==> src/rtl/imem_loader_if.sv <==
// Byte-stream input and instruction-memory write port of the boot loader.
interface imem_loader_if #(
  parameter int unsigned AW = 10
);
  logic          in_valid;
  logic [7:0]    in_data;
  logic          in_ready;
  logic          we;
  logic [AW-1:0] waddr;
  logic [31:0]   wdata;

  modport master (output in_valid, in_data, input in_ready, we, waddr, wdata);
  modport slave  (input in_valid, in_data, output in_ready, we, waddr, wdata);
endinterface

==> src/rtl/imem_loader.sv <==
// Boot-time instruction-memory loader: 16-bit LE word-count header, then 4 bytes per word.
// IMEM_LOADER_BE_EN selects big-endian word assembly (default little-endian).
module imem_loader #(
  parameter int unsigned DEPTH = 1024,
  parameter int unsigned AW    = 10
) (
  input  logic          clk,
  input  logic          rst,
  input  logic          start,
  imem_loader_if.slave  bus,
  output logic          busy,
  output logic          done,
  output logic          error,
  output logic          cpu_rst
);

  typedef enum logic [2:0] {IDLE, LEN0, LEN1, DATA, DONE, ERR} state_t;

  localparam logic [16:0] DEPTH_W = 17'(DEPTH);

  state_t      state;
  logic [15:0] len;
  logic [15:0] word_cnt;
  logic [1:0]  byte_cnt;
  logic [31:0] asm_q;

  logic        accept_c;
  logic [1:0]  lane_c;
  logic [31:0] word_c;
  logic [15:0] len_full_c;
  logic        last_word_c;

  assign bus.in_ready = (state == LEN0) || (state == LEN1) || (state == DATA);
  assign accept_c     = bus.in_valid && bus.in_ready;
  assign len_full_c   = {bus.in_data, len[7:0]};
  assign last_word_c  = (17'(word_cnt) + 17'd1) == 17'(len);

`ifdef IMEM_LOADER_BE_EN
  assign lane_c = 2'd3 - byte_cnt;
`else
  assign lane_c = byte_cnt;
`endif

  // Word as it stands once the current byte is merged into its lane.
  always_comb begin
    word_c = asm_q;
    word_c[{lane_c, 3'b000} +: 8] = bus.in_data;
  end

  always_ff @(posedge clk) begin
    if (rst) begin
      state     <= IDLE;
      len       <= '0;
      word_cnt  <= '0;
      byte_cnt  <= '0;
      asm_q     <= '0;
      bus.we    <= 1'b0;
      bus.waddr <= '0;
      bus.wdata <= '0;
      busy      <= 1'b0;
      done      <= 1'b0;
      error     <= 1'b0;
      cpu_rst   <= 1'b1;
    end else begin
      bus.we <= 1'b0;
      case (state)
        IDLE: begin
          if (start) begin
            state <= LEN0;
            busy  <= 1'b1;
          end
        end
        LEN0: begin
          if (accept_c) begin
            len[7:0] <= bus.in_data;
            state    <= LEN1;
          end
        end
        LEN1: begin
          if (accept_c) begin
            len[15:8] <= bus.in_data;
            if (len_full_c == 16'd0) begin
              state   <= DONE;
              busy    <= 1'b0;
              done    <= 1'b1;
              cpu_rst <= 1'b0;
            end else if ({1'b0, len_full_c} > DEPTH_W) begin
              state <= ERR;
              busy  <= 1'b0;
              error <= 1'b1;
            end else begin
              state    <= DATA;
              byte_cnt <= '0;
              word_cnt <= '0;
            end
          end
        end
        DATA: begin
          if (accept_c) begin
            asm_q    <= word_c;
            byte_cnt <= byte_cnt + 2'd1;
            if (byte_cnt == 2'd3) begin
              bus.we    <= 1'b1;
              bus.waddr <= word_cnt[AW-1:0];
              bus.wdata <= word_c;
              word_cnt  <= word_cnt + 16'd1;
              // Final write, done and reset release all appear in the same cycle.
              if (last_word_c) begin
                state   <= DONE;
                busy    <= 1'b0;
                done    <= 1'b1;
                cpu_rst <= 1'b0;
              end
            end
          end
        end
        DONE: begin
          if (start) begin
            state   <= LEN0;
            busy    <= 1'b1;
            done    <= 1'b0;
            cpu_rst <= 1'b1;
          end
        end
        ERR: begin
          if (start) begin
            state <= LEN0;
            busy  <= 1'b1;
            error <= 1'b0;
          end
        end
        default: state <= IDLE;
      endcase
    end
  end

endmodule
==> src/flat_wrapper.sv <==
// flat-port wrapper written by rule: the top's interface ports become plain ports
module imem_loader_flat 
#(
  parameter int unsigned DEPTH = 1024,
  parameter int unsigned AW    = 10
)
  (clk, rst, start, busy, done, error, cpu_rst, bus_in_valid, bus_in_data, bus_in_ready, bus_we, bus_waddr, bus_wdata);
  imem_loader_if #(.AW(AW)) bus_i ();
  input  logic clk;
  input  logic rst;
  input  logic start;
  output logic busy;
  output logic done;
  output logic error;
  output logic cpu_rst;
  input wire logic [$bits(bus_i.in_valid)-1:0] bus_in_valid;
  input wire logic [$bits(bus_i.in_data)-1:0] bus_in_data;
  output wire logic [$bits(bus_i.in_ready)-1:0] bus_in_ready;
  output wire logic [$bits(bus_i.we)-1:0] bus_we;
  output wire logic [$bits(bus_i.waddr)-1:0] bus_waddr;
  output wire logic [$bits(bus_i.wdata)-1:0] bus_wdata;
  assign bus_i.in_valid = bus_in_valid;
  assign bus_i.in_data = bus_in_data;
  assign bus_in_ready = bus_i.in_ready;
  assign bus_we = bus_i.we;
  assign bus_waddr = bus_i.waddr;
  assign bus_wdata = bus_i.wdata;
  imem_loader #(.DEPTH(DEPTH), .AW(AW)) u_core (.clk(clk), .rst(rst), .start(start), .bus(bus_i), .busy(busy), .done(done), .error(error), .cpu_rst(cpu_rst));
endmodule
==> config.mk <==
export PLATFORM = sky130hd
export DESIGN_NAME = imem_loader_flat
export DESIGN_NICKNAME = d
export VERILOG_FILES = /design/src/rtl/imem_loader_if.sv /design/src/rtl/imem_loader.sv /design/src/flat_wrapper.sv
export SDC_FILE = /design/constraint.sdc
export NUM_CORES = 1
export LEC_CHECK = 0
export BUFFER_PORTS_ARGS = -buffer_cell sky130_fd_sc_hd__buf_2
export CORE_ASPECT_RATIO = 0.7
export CORE_MARGIN = 2
export CORE_UTILIZATION = 55
export CTS_BUF_LIST = sky130_fd_sc_hd__clkbuf_8
export DETAILED_ROUTE_END_ITERATION = 8
export PLACE_DENSITY = 0.76
export SLEW_MARGIN = 20
export SYNTH_ARGS = -nofsm -noshare
export SYNTH_HDL_FRONTEND = slang
export SYNTH_SLANG_ARGS = --single-unit
==> constraint.sdc <==
create_clock -name clk -period 5.9 [get_ports clk]
set_input_delay 0.295 -clock clk [delete_from_list [all_inputs] [get_ports clk]]
set_output_delay 0.295 -clock clk [all_outputs]
set_load 0.05 [all_outputs]
==> impl_results.md <==
- Outcome: complete, no violations
- Number of flops mapped to enable cells by yosys: 0
- Mean Syn Cell Area: 8.34 um^2
- IO Pins: 60
- Remaining antenna violation count after routing: 0
- Fin area: 0.00612 mm^2
- Slew Viols, Final: 0
- Drt drc: 0
- Slowest cell delay on critical path: 0.52 ns
- Inserted Diodes: 0
- Most frequent cells in the layout: dfxtp_1, nor2_1, a21oi_1, a211oi_1, nand2_1
- Worst VDD drop: 0.150 mV
- Power density cells: 273 mW/mm^2
- Synth Warn #: 0
- Mux contribution to synthesized area: 1.67%
- Setup Buffers After CTS: 0
- Design Power: 1.67 mW
- Clock sinks: 116
- Commonest non-fill, non-tap cell in the layout: dfxtp_1
- Port Buffers: 59
- Pre-CTS WS: 2.09 ns
- Pin count of the biggest net entering global routing: 118
- Worst skew pair latency: 0.43 ns
- Grt ovf: 0
- Fmax: 296 MHz
- Die Footprint: 0.0107 mm^2
- Die span in x: 123 um
- Cells after DPL: 788
- Starting Density: 56.3%
- Clock Skew: 0.00904 ns
- H-Tree Depth: 4
- Post-synthesis compound-gate area fraction: 21.8%
- Synth unique cells: 56
- #FFs+latches synth: 116
- Row Count: 30
- Fraction of layout cells with a size suffix above 1: 15.2%
- Slew margin rel.: 35.3%
- Worst Hold Class: input pin to flip-flop
- Drt pass-1 iters: 5
- Post-CTS sizing: 0
- Placement-stage cell area: 0.00569 mm^2
- Crit path cell chain: ha_1, nand3_1, or3_1, o31a_1, a2111o_1, nor4_4, nand2_1, and3_1
- Leakage: 2.17 nW
- Drt total wl: 13100 um
- Die H: 87.0 um
- CP required: 6.22 ns
- Vias in the first global route: 4361
- Slowest CP cell: dfxtp_1
- Adder-Cell Fraction of Synth Area: 1.62%
- Synth Net Count: 667
- Final GP Congestion: 0.854
- XOR/XNOR Fraction of Synth Area: 3.73%
- Crit path kind: flip-flop to flip-flop
- Largest family of logic cells by synthesized area: simple AND/OR/NAND/NOR gates
- Seq/Total Area, Yosys: 43.0%
- First-pass GRT wire length: 21700 um
- Setup TNS: 0 ns
- Drt wl/cell: 16.0 um
- Mapped Area: 0.00541 mm^2
- Cells after synthesis: 648
- Crit path max fanout: 12
- R2R Path Start: u_core.word_cnt[0]
- Crit path from: u_core.word_cnt[0]
- Area grow syn2layout: 13.2%
- Worst setup margin: 2.53 ns
- Max clock buf depth: 2
- Num CTS Buffers: 17
- Max cap viols: 0
- Fin nets: 698
- Final setup viols: 0
- FFs w/ async S/R, synth: 0%
- Worst hold slack: 0.208 ns
- Global Route Usage Sum: 25.9%
- Initial antenna violation count: 0
- R2r setup slk: 2.53 ns
- Utilization after layout: 63.7%
- Iteration-0 DRC Markers: 516
- Top_reg_cell synth: dfxtp_1
- Worst-margin pin slew: 0.963 ns
- Clock transition at path regs: 0.07 ns
- Routed vias/inst: 5.87
- Final hold violations: 0
- Non-Filler Instances: 819
- CTS tree: done
- Synth Area in Simple Gates: 23.7%
- Hold buffer count at CTS: 0
- CP startpoint kind: flip-flop
- HP Start: bus_in_data[3]
- Crit path DAT: 3.69 ns
- CP Capture Type: flip-flop
- Via count: 4811
- RSZ-0062 raised after global routing: no
- Final Cycle Share: 57.2%
- Final min period: 3.37 ns
- DP Wirelength: 8540 um
- CTS root buffer: clkbuf_8
- Floorplan core area: 0.00961 mm^2
- Fillcell total: 814
-- worst paths after layout --
path	to	cells after the start
worst min-delay path	u_core.len[11]	3
worst min register to register	u_core.bus.waddr[1]	2
worst max register to register	u_core.busy	8
worst max-delay path	u_core.busy	8
-- where the power goes --
part           leakage, nW  switching (mW)  total [mW]  internal [mW]
sequential           0.936         0.00872       0.800          0.791
combinational         1.01          0.0596      0.0876         0.0280
clock                0.220           0.313       0.787          0.474
-- layer usage --
metal,part of all wire (%),up-vias,global-route usage [%]
li1,-,2371,-
met1,47,2204,37.3
met2,43,202,36.1
met3,7.8,34,7.85
met4,2.3,0,10.3
met5,0,-,0
-- cell type report --
cell class | count | area (um^2) | area share [%]
clock inverters | 12 | 163 | 2.66
well taps | 128 | 160 | 2.62
flip-flops and latches | 116 | 2320 | 37.9
repair buffers | 64 | 339 | 5.54
inverters | 4 | 15.0 | 0.245
clock buffers | 19 | 262 | 4.27
multi-input cells | 476 | 2860 | 46.7
-- kinds of logic (layout without fill, tap and decap cells) --
family                     count (synthesis)  in the layout
DFF                                      116            116
buffers and inverters                     56             99
muxes                                      9              9
and+or+nand+nor                          259            259
AOI/OAI and AO/OA                        178            178
xor gates and xnor gates                  23             23
adders and majority gates                  7              7
-- Yosys cell counts (9+ instances only) --
master	n	area, um^2
dfxtp_1	116	2320
mux2i_1	9	90.1
a211oi_1	67	503
a311oi_1	13	114
nor2_1	97	364
clkbuf_1	35	131
o21ai_0	10	50.1
nor2b_1	35	219
a21oi_1	67	335
nand2_1	65	244
xnor2_1	17	149
-- registers in the layout (all words and copies together), names as in the netlist, 2 cells and up --
signal and cells:
u_core.byte_cnt 2, u_core.asm_q 32, u_core.bus.wdata 32, u_core.state 3, u_core.bus.waddr 10, u_core.word_cnt 16
u_core.len 16
-- worst max-delay path, delay by kind of cell (launching register included) --
| kind | cells | cell delay (ns) |
|---|---|---|
| AO/OA/AOI/OAI | 2 | 0.70 |
| adder cells (fa/ha/maj) | 1 | 0.34 |
| flip-flops | 1 | 0.52 |
| AND/OR/NAND/NOR | 5 | 1.69 |
Power figures use the tool's default switching activity.
